### config.mk
export PLATFORM = sky130hd
export DESIGN_NAME = instr_encoder
export DESIGN_NICKNAME = d
export VERILOG_FILES = /design/src/rtl/instr_enc_pkg.sv /design/src/rtl/instr_enc_fifo.sv /design/src/rtl/instr_encoder.sv
export SDC_FILE = /design/constraint.sdc
export NUM_CORES = 1
export LEC_CHECK = 0
export CAP_MARGIN = 25
export CORE_AREA = 2 2 127 129
export DETAILED_ROUTE_END_ITERATION = 12
export DIE_AREA = 0 0 129 131
export GPL_TIMING_DRIVEN = 0
export PLACE_DENSITY = 0.9
export RECOVER_POWER = 25
export SETUP_SLACK_MARGIN = 0.3
export SYNTH_ARGS = -nofsm -noshare
export SYNTH_HDL_FRONTEND = slang
export SYNTH_SLANG_ARGS = --single-unit
export TNS_END_PERCENT = 100
### constraint.sdc
create_clock -name clk -period 8.6 [get_ports clk]
set_input_delay 1.72 -clock clk [delete_from_list [all_inputs] [get_ports clk]]
set_output_delay 1.72 -clock clk [all_outputs]
set_load 0.1 [all_outputs]
### src/rtl/instr_enc_pkg.sv
// instr_enc_pkg: shared definitions for the MIPS instruction encoder.
//   - op_e        : symbolic operation codes accepted on in_op
//   - OPC_* / FUNCT_* : MIPS opcode and funct fields (shared with the decoder)
//   - state_e     : load-session FSM states
//   - encode()    : purely combinational symbolic-to-binary encoder
package instr_enc_pkg;

  typedef enum logic [3:0] {
    OP_ADD  = 4'd0,
    OP_SUB  = 4'd1,
    OP_AND  = 4'd2,
    OP_OR   = 4'd3,
    OP_XOR  = 4'd4,
    OP_SLT  = 4'd5,
    OP_ADDI = 4'd6,
    OP_ANDI = 4'd7,
    OP_ORI  = 4'd8,
    OP_XORI = 4'd9,
    OP_SLTI = 4'd10
  } op_e;

  localparam logic [5:0] OPC_RTYPE = 6'h00;
  localparam logic [5:0] OPC_ADDI  = 6'h08;
  localparam logic [5:0] OPC_SLTI  = 6'h0A;
  localparam logic [5:0] OPC_ANDI  = 6'h0C;
  localparam logic [5:0] OPC_ORI   = 6'h0D;
  localparam logic [5:0] OPC_XORI  = 6'h0E;

  localparam logic [5:0] FUNCT_ADD = 6'h20;
  localparam logic [5:0] FUNCT_SUB = 6'h22;
  localparam logic [5:0] FUNCT_AND = 6'h24;
  localparam logic [5:0] FUNCT_OR  = 6'h25;
  localparam logic [5:0] FUNCT_XOR = 6'h26;
  localparam logic [5:0] FUNCT_SLT = 6'h2A;

  typedef enum logic [1:0] {
    ST_IDLE  = 2'd0,
    ST_RUN   = 2'd1,
    ST_FLUSH = 2'd2,
    ST_DONE  = 2'd3
  } state_e;

  function automatic logic op_is_legal(input logic [3:0] op);
    return (op <= 4'd10);
  endfunction

  // Illegal ops fall through to 32'h0 (a MIPS NOP).
  function automatic logic [31:0] encode(input logic [3:0]  op,
                                         input logic [4:0]  rs,
                                         input logic [4:0]  rt,
                                         input logic [4:0]  rd,
                                         input logic [15:0] imm);
    logic [31:0] word;
    word = 32'h0;
    case (op)
      OP_ADD:  word = {OPC_RTYPE, rs, rt, rd, 5'b0, FUNCT_ADD};
      OP_SUB:  word = {OPC_RTYPE, rs, rt, rd, 5'b0, FUNCT_SUB};
      OP_AND:  word = {OPC_RTYPE, rs, rt, rd, 5'b0, FUNCT_AND};
      OP_OR:   word = {OPC_RTYPE, rs, rt, rd, 5'b0, FUNCT_OR};
      OP_XOR:  word = {OPC_RTYPE, rs, rt, rd, 5'b0, FUNCT_XOR};
      OP_SLT:  word = {OPC_RTYPE, rs, rt, rd, 5'b0, FUNCT_SLT};
      OP_ADDI: word = {OPC_ADDI, rs, rt, imm};
      OP_ANDI: word = {OPC_ANDI, rs, rt, imm};
      OP_ORI:  word = {OPC_ORI,  rs, rt, imm};
      OP_XORI: word = {OPC_XORI, rs, rt, imm};
      OP_SLTI: word = {OPC_SLTI, rs, rt, imm};
      default: word = 32'h0;
    endcase
    return word;
  endfunction

endpackage

### src/rtl/instr_enc_fifo.sv
// instr_enc_fifo: small synchronous FIFO with a synchronous clear.
// Ports: push/wdata (write side), pop/rdata (read side, rdata is the head,
// valid while !empty), full/empty flags, clr empties the FIFO.
// A push while full is taken only when a pop happens in the same cycle.
module instr_enc_fifo #(
  parameter int WIDTH = 32,
  parameter int DEPTH = 4
) (
  input  logic             clk,
  input  logic             rst_n,
  input  logic             clr,
  input  logic             push,
  input  logic [WIDTH-1:0] wdata,
  input  logic             pop,
  output logic [WIDTH-1:0] rdata,
  output logic             full,
  output logic             empty
);

  localparam int AW = $clog2(DEPTH);

  logic [WIDTH-1:0] mem [DEPTH];
  logic [AW:0]      wr_ptr;
  logic [AW:0]      rd_ptr;
  logic             do_push;
  logic             do_pop;

  // Extra pointer MSB distinguishes full from empty when indices match.
  assign empty   = (wr_ptr == rd_ptr);
  assign full    = (wr_ptr[AW] != rd_ptr[AW]) && (wr_ptr[AW-1:0] == rd_ptr[AW-1:0]);
  assign do_pop  = pop && !empty;
  assign do_push = push && (!full || do_pop);
  assign rdata   = mem[rd_ptr[AW-1:0]];

  always_ff @(posedge clk or negedge rst_n) begin
    if (!rst_n) begin
      wr_ptr <= '0;
      rd_ptr <= '0;
    end else if (clr) begin
      wr_ptr <= '0;
      rd_ptr <= '0;
    end else begin
      if (do_push) wr_ptr <= wr_ptr + 1'b1;
      if (do_pop)  rd_ptr <= rd_ptr + 1'b1;
    end
  end

  always_ff @(posedge clk) begin
    if (do_push && !clr) mem[wr_ptr[AW-1:0]] <= wdata;
  end

endmodule

### src/rtl/instr_encoder.sv
// instr_encoder: encodes symbolic MIPS requests into 32-bit words, buffers
// them in a FIFO and streams them into instruction memory at consecutive
// word addresses starting at BASE_ADDR.
// Ports: start (session pulse), in_* (request + valid/ready handshake),
// imem_* (memory write port with ready backpressure), count (words written),
// done (session-complete pulse), busy (RUN or FLUSH), err (optional).
// Optional feature macro INSTR_ENCODER_ILLEGAL_CHK_EN: illegal ops are
// dropped instead of written as NOP, and a sticky err output is added.
//
// state    | meaning
// ---------+-----------------------------------------------------------
// ST_IDLE  | waiting for start
// ST_RUN   | accepting requests until one with in_last
// ST_FLUSH | draining FIFO and output stage into memory
// ST_DONE  | one-cycle done pulse, then back to idle
module instr_encoder
  import instr_enc_pkg::*;
#(
  parameter int          DEPTH     = 4,
  parameter logic [31:0] BASE_ADDR = 32'h0000_0000
) (
  input  logic        clk,
  input  logic        rst_n,
  input  logic        start,
  input  logic        in_valid,
  output logic        in_ready,
  input  logic [3:0]  in_op,
  input  logic [4:0]  in_rs,
  input  logic [4:0]  in_rt,
  input  logic [4:0]  in_rd,
  input  logic [15:0] in_imm,
  input  logic        in_last,
  output logic        imem_we,
  input  logic        imem_ready,
  output logic [31:0] imem_addr,
  output logic [31:0] imem_wdata,
  output logic [15:0] count,
  output logic        done,
`ifdef INSTR_ENCODER_ILLEGAL_CHK_EN
  output logic        err,
`endif
  output logic        busy
);

  state_e      state;
  logic        accept;
  logic        fifo_push;
  logic        fifo_pop;
  logic        fifo_clr;
  logic        fifo_full;
  logic        fifo_empty;
  logic [31:0] fifo_rdata;
  logic [31:0] enc_word;
  logic        out_load;
  logic        write_ok;

  assign in_ready = (state == ST_RUN) && !fifo_full;
  assign accept   = in_valid && in_ready;
  assign enc_word = encode(in_op, in_rs, in_rt, in_rd, in_imm);

`ifdef INSTR_ENCODER_ILLEGAL_CHK_EN
  logic legal;
  assign legal     = op_is_legal(in_op);
  assign fifo_push = accept && legal;
`else
  assign fifo_push = accept;
`endif

  // The output stage reloads when idle or when its write is being taken.
  assign write_ok = imem_we && imem_ready;
  assign out_load = !imem_we || imem_ready;
  assign fifo_pop = out_load && !fifo_empty;
  assign fifo_clr = (state == ST_IDLE) && start;

  instr_enc_fifo #(
    .WIDTH (32),
    .DEPTH (DEPTH)
  ) u_fifo (
    .clk   (clk),
    .rst_n (rst_n),
    .clr   (fifo_clr),
    .push  (fifo_push),
    .wdata (enc_word),
    .pop   (fifo_pop),
    .rdata (fifo_rdata),
    .full  (fifo_full),
    .empty (fifo_empty)
  );

  always_ff @(posedge clk or negedge rst_n) begin
    if (!rst_n) begin
      state      <= ST_IDLE;
      imem_we    <= 1'b0;
      imem_addr  <= BASE_ADDR;
      imem_wdata <= 32'h0;
      count      <= 16'h0;
      done       <= 1'b0;
      busy       <= 1'b0;
    end else begin
      done <= 1'b0;

      if (out_load) begin
        imem_we <= !fifo_empty;
        if (!fifo_empty) imem_wdata <= fifo_rdata;
      end

      if (write_ok) begin
        imem_addr <= imem_addr + 32'd4;
        if (count != 16'hFFFF) count <= count + 16'd1;
      end

      case (state)
        ST_IDLE: begin
          if (start) begin
            state     <= ST_RUN;
            busy      <= 1'b1;
            imem_addr <= BASE_ADDR;
            count     <= 16'h0;
          end
        end
        ST_RUN: begin
          if (accept && in_last) state <= ST_FLUSH;
        end
        ST_FLUSH: begin
          // Leave as the final write completes so done lands one cycle after it.
          if (fifo_empty && out_load) begin
            state <= ST_DONE;
            busy  <= 1'b0;
            done  <= 1'b1;
          end
        end
        ST_DONE: begin
          state <= ST_IDLE;
        end
        default: state <= ST_IDLE;
      endcase
    end
  end

`ifdef INSTR_ENCODER_ILLEGAL_CHK_EN
  always_ff @(posedge clk or negedge rst_n) begin
    if (!rst_n) begin
      err <= 1'b0;
    end else if (fifo_clr) begin
      err <= 1'b0;
    end else if (accept && !legal) begin
      err <= 1'b1;
    end
  end
`endif

endmodule

==> impl_metrics.py <==
metrics = {
    "outcome": {
        "outcome": "finished, final reports clean",
    },
    "clocking": {
        "max-clock-path-buffers": 3,
        "cts_resized": 0,
        "ctsHtreeMaxLevel": 1,
        "cts-buffers-inserted": 21,
        "clkTransAtPathRegs_ns": 0.06,
        "clock_tree_from_tritoncts": "built",
        "clockRootBuffer": "clkbuf_16",
        "holdBufCountCts": 0,
        "number_of_post_cts_setup_repair_buffers": 0,
        "worstSkewPairLatency_ns": 0.49,
        "clock_sink_count": 207,
    },
    "final_layout": {
        "mostFrequentLayoutCells": "120 x edfxtp_1, 113 x clkdlybuf4s50_1, 87 x dfrtp_1",
        "final_common_cell": "edfxtp_1",
        "drive_gt1_frac": 0.153,
        "utilization": 0.720,
        "synthToLayoutAreaGrowth_pct": 25.6,
        "finalNetCount": 819,
        "fin_area_sq_mm": 0.0112,
    },
    "logic_synthesis": {
        "synth-warning-count": 0,
        "synthTopCellsByArea": "edfxtp_1 40%, dfrtp_1 24%, mux4_2 7.6%",
        "post_synthesis_mean_instance_area_sq_um": 14.5,
        "synth_top_area_share": 0.403,
        "netlist_area_sq_mm": 0.00893,
        "postSynthCellCount": 615,
        "seq_area_frac_synth": 0.647,
        "ys_ff_latch": 207,
        "synthArstFlopShare": 0.420,
        "netlist-cell-type-count": 56,
        "synthDominantAreaCellType": "edfxtp_1",
        "synth_flop_cell": "edfxtp_1",
        "synth_enable_flop_cells": 120,
    },
    "critical_path": {
        "timing.reg2reg.worst_path_depth": 8,
        "timing.reg2reg.setup_slack_ns": 5.67,
        "worst-endpoint-arrival_ns": 2.62,
        "timing.critical_path.fanout_max": 6,
        "crit_path_start_kind": "flip-flop",
        "rr_endpoint": "u_fifo.mem[2][17]",
        "cp-end-kind": "output port",
        "criticalPathCategory": "reg2out",
        "crit-reg2reg-launch": "state[1]",
        "req_time_crit_path_ns": 6.88,
    },
    "sta": {
        "drv_slew": 0,
        "timing.max_slew.rel_slack": 0.235,
        "rsz0062_at_grt": "no",
        "fin_crit_ns": 4.34,
        "timing.final.crit_share": 0.505,
        "finClkSkew_ns": 0.0157,
        "max_slew.worst_pin.slew_ns": 1.15,
        "total_negative_slack_for_setup_checks_ns": 0,
        "timing_hold_violations_final": 0,
        "setup_viol": 0,
        "hold-worst-slack_ns": 0.506,
        "fmaxAchievable_mhz": 230,
    },
    "floorplan": {
        "fp.dieW_um": 129,
        "die_h_um": 131,
        "site_rows": 46,
        "die-area_sq_mm": 0.0169,
        "initial_standard_cell_utilization_of_the_core": 0.573,
        "floorplan.io_pins": 125,
        "floorplan.core_area_sq_mm": 0.0156,
    },
    "min_path": {
        "hp-class": "reg2reg",
        "min_to": "imem_wdata[25]",
        "holdPathStages": 1,
        "hp-start": "imem_wdata[25]",
    },
    "flow_run": {
        "cap_viol_max_count": 0,
    },
    "placed_design": {
        "place.detailed.hpwl_mm": 13.2,
        "placement.cell_area_sq_mm": 0.0105,
        "io_buffer_count": 118,
        "place.gp.congestion": 0.860,
    },
    "power": {
        "power.leakage_nw": 4.09,
        "highest_ir_drop_seen_on_vdd_mv": 0.354,
        "power.total_mw": 3.93,
        "p_per_area_mw_per_mm2": 350,
    },
    "grt": {
        "grt_overflow": 0,
        "grt_antenna_before_repair": 0,
        "maximum_number_of_pins_on_one_net_before_global_route_repair": 71,
        "gr-usage-all-layers": 0.233,
        "vias_in_the_first_global_route": 5979,
        "global_route_wire_length_before_repair_mm": 30.8,
    },
    "route": {
        "drt-initial-drc-count": 468,
        "remaining_drc_errors": 0,
        "viasPerCell": 5.97,
        "vias": 5960,
        "drt.antenna.violating_nets": 0,
        "totalWireLength_mm": 19.3,
        "drt-pass1-iter-count": 5,
        "detail_route.wl_per_cell_um": 19.3,
    },
}
metal layers:
metal / up-vias / wire length, um / GRT usage / share of wire
li1: 2669 / - / - / -
met1: 2967 / 7620 / 0.311 / 0.40
met2: 286 / 9940 / 0.406 / 0.52
met3: 38 / 1360 / 0.0342 / 0.070
met4: 0 / 361 / 0.0665 / 0.019
met5: - / 0 / 0 / 0
sequential cells by signal (all words and copies together) (netlist names):
name and count:
count 16, busy 1, done 1, u_fifo.wr_ptr 3, imem_addr 30, imem_wdata 30
imem_we 1, u_fifo.rd_ptr 3, u_fifo.mem 120, state 2
kinds of logic (layout without fill, tap and decap cells):
group | count (synthesis) | count (layout) | synth area share
and+or+nand+nor | 170 | 170 | 0.107
DFF | 207 | 207 | 0.647
xor gates and xnor gates | 21 | 21 | 0.0214
buffers and inverters | 47 | 211 | 0.0230
adders and majority gates | 10 | 10 | 0.0140
muxes | 65 | 65 | 0.120
other | 1 | 5 | 0.000420
AOI/OAI and AO/OA | 94 | 94 | 0.0681
worst max path at each step:
| stage | startpoint | to | slack (ns) | cells after the start |
|---|---|---|---|---|
| 6_report | u_fifo.rd_ptr[0] | in_ready | 4.26 | 4 |
| 5_1_grt | u_fifo.rd_ptr[0] | in_ready | 4.16 | 4 |
| 4_1_cts | u_fifo.rd_ptr[0] | in_ready | 4.22 | 4 |
| 3_5_place_dp | start | u_fifo.mem[2][18] | 4.08 | 7 |
| 3_3_place_gp | start | u_fifo.mem[0][18] | 1.27 | 5 |
| 2_1_floorplan | start | u_fifo.mem[0][0] | 3.68 | 4 |
through the flow:
stage / cells / setup WS (ns)
after global placement: 952 / 1.27
final: 999 / 4.26
after floorplan: 618 / 3.68
after detailed placement: 961 / 4.08
after global routing: 998 / 4.16
after CTS: 998 / 4.22
cell type report:
| type | instances | area, sq um |
|---|---|---|
| flip-flops and latches | 207 | 5780 |
| fillers | 955 | 4370 |
| multi-input cells | 364 | 2970 |
| repair buffers | 127 | 1300 |
| clock buffers | 27 | 568 |
| well taps | 216 | 270 |
| plain buffers | 33 | 153 |
| clock inverters | 10 | 130 |
| inverters | 14 | 52.6 |
| diodes | 1 | 2.50 |
worst max-delay path: stages, from the launching register on:
cell and delay [ns]:
dfrtp_1 0.34, buf_2 0.20, xor2_1 0.27, o31a_1 0.16
clkdlybuf4s50_1 1.16
report_power, final:
part | switching (mW) | internal (mW)
sequential | 0.104 | 1.22
clock | 0.361 | 0.557
combinational | 1.14 | 0.545
total | 1.61 | 2.32
cells in the mapped netlist, drive strengths merged (2+ instances only):
master / count
nor3: 5
mux2: 31
mux4: 30
xnor2: 12
and3: 5
and2: 24
nand3: 17
edfxtp: 120
o311ai: 2
a22o: 6
o21ai: 18
a31oi: 5
and4: 6
o31ai: 17
xor2: 9
o31a: 2
inv: 14
dfrtp: 87
mux2i: 4
or4: 19
clkbuf: 20
nor2: 23
nand4: 13
nor2b: 4
or3: 12
ha: 10
a21oi: 31
nor4: 3
nor3b: 3
nand2: 31
nand2b: 2
buf: 13
(Power assumes the default switching activity.)
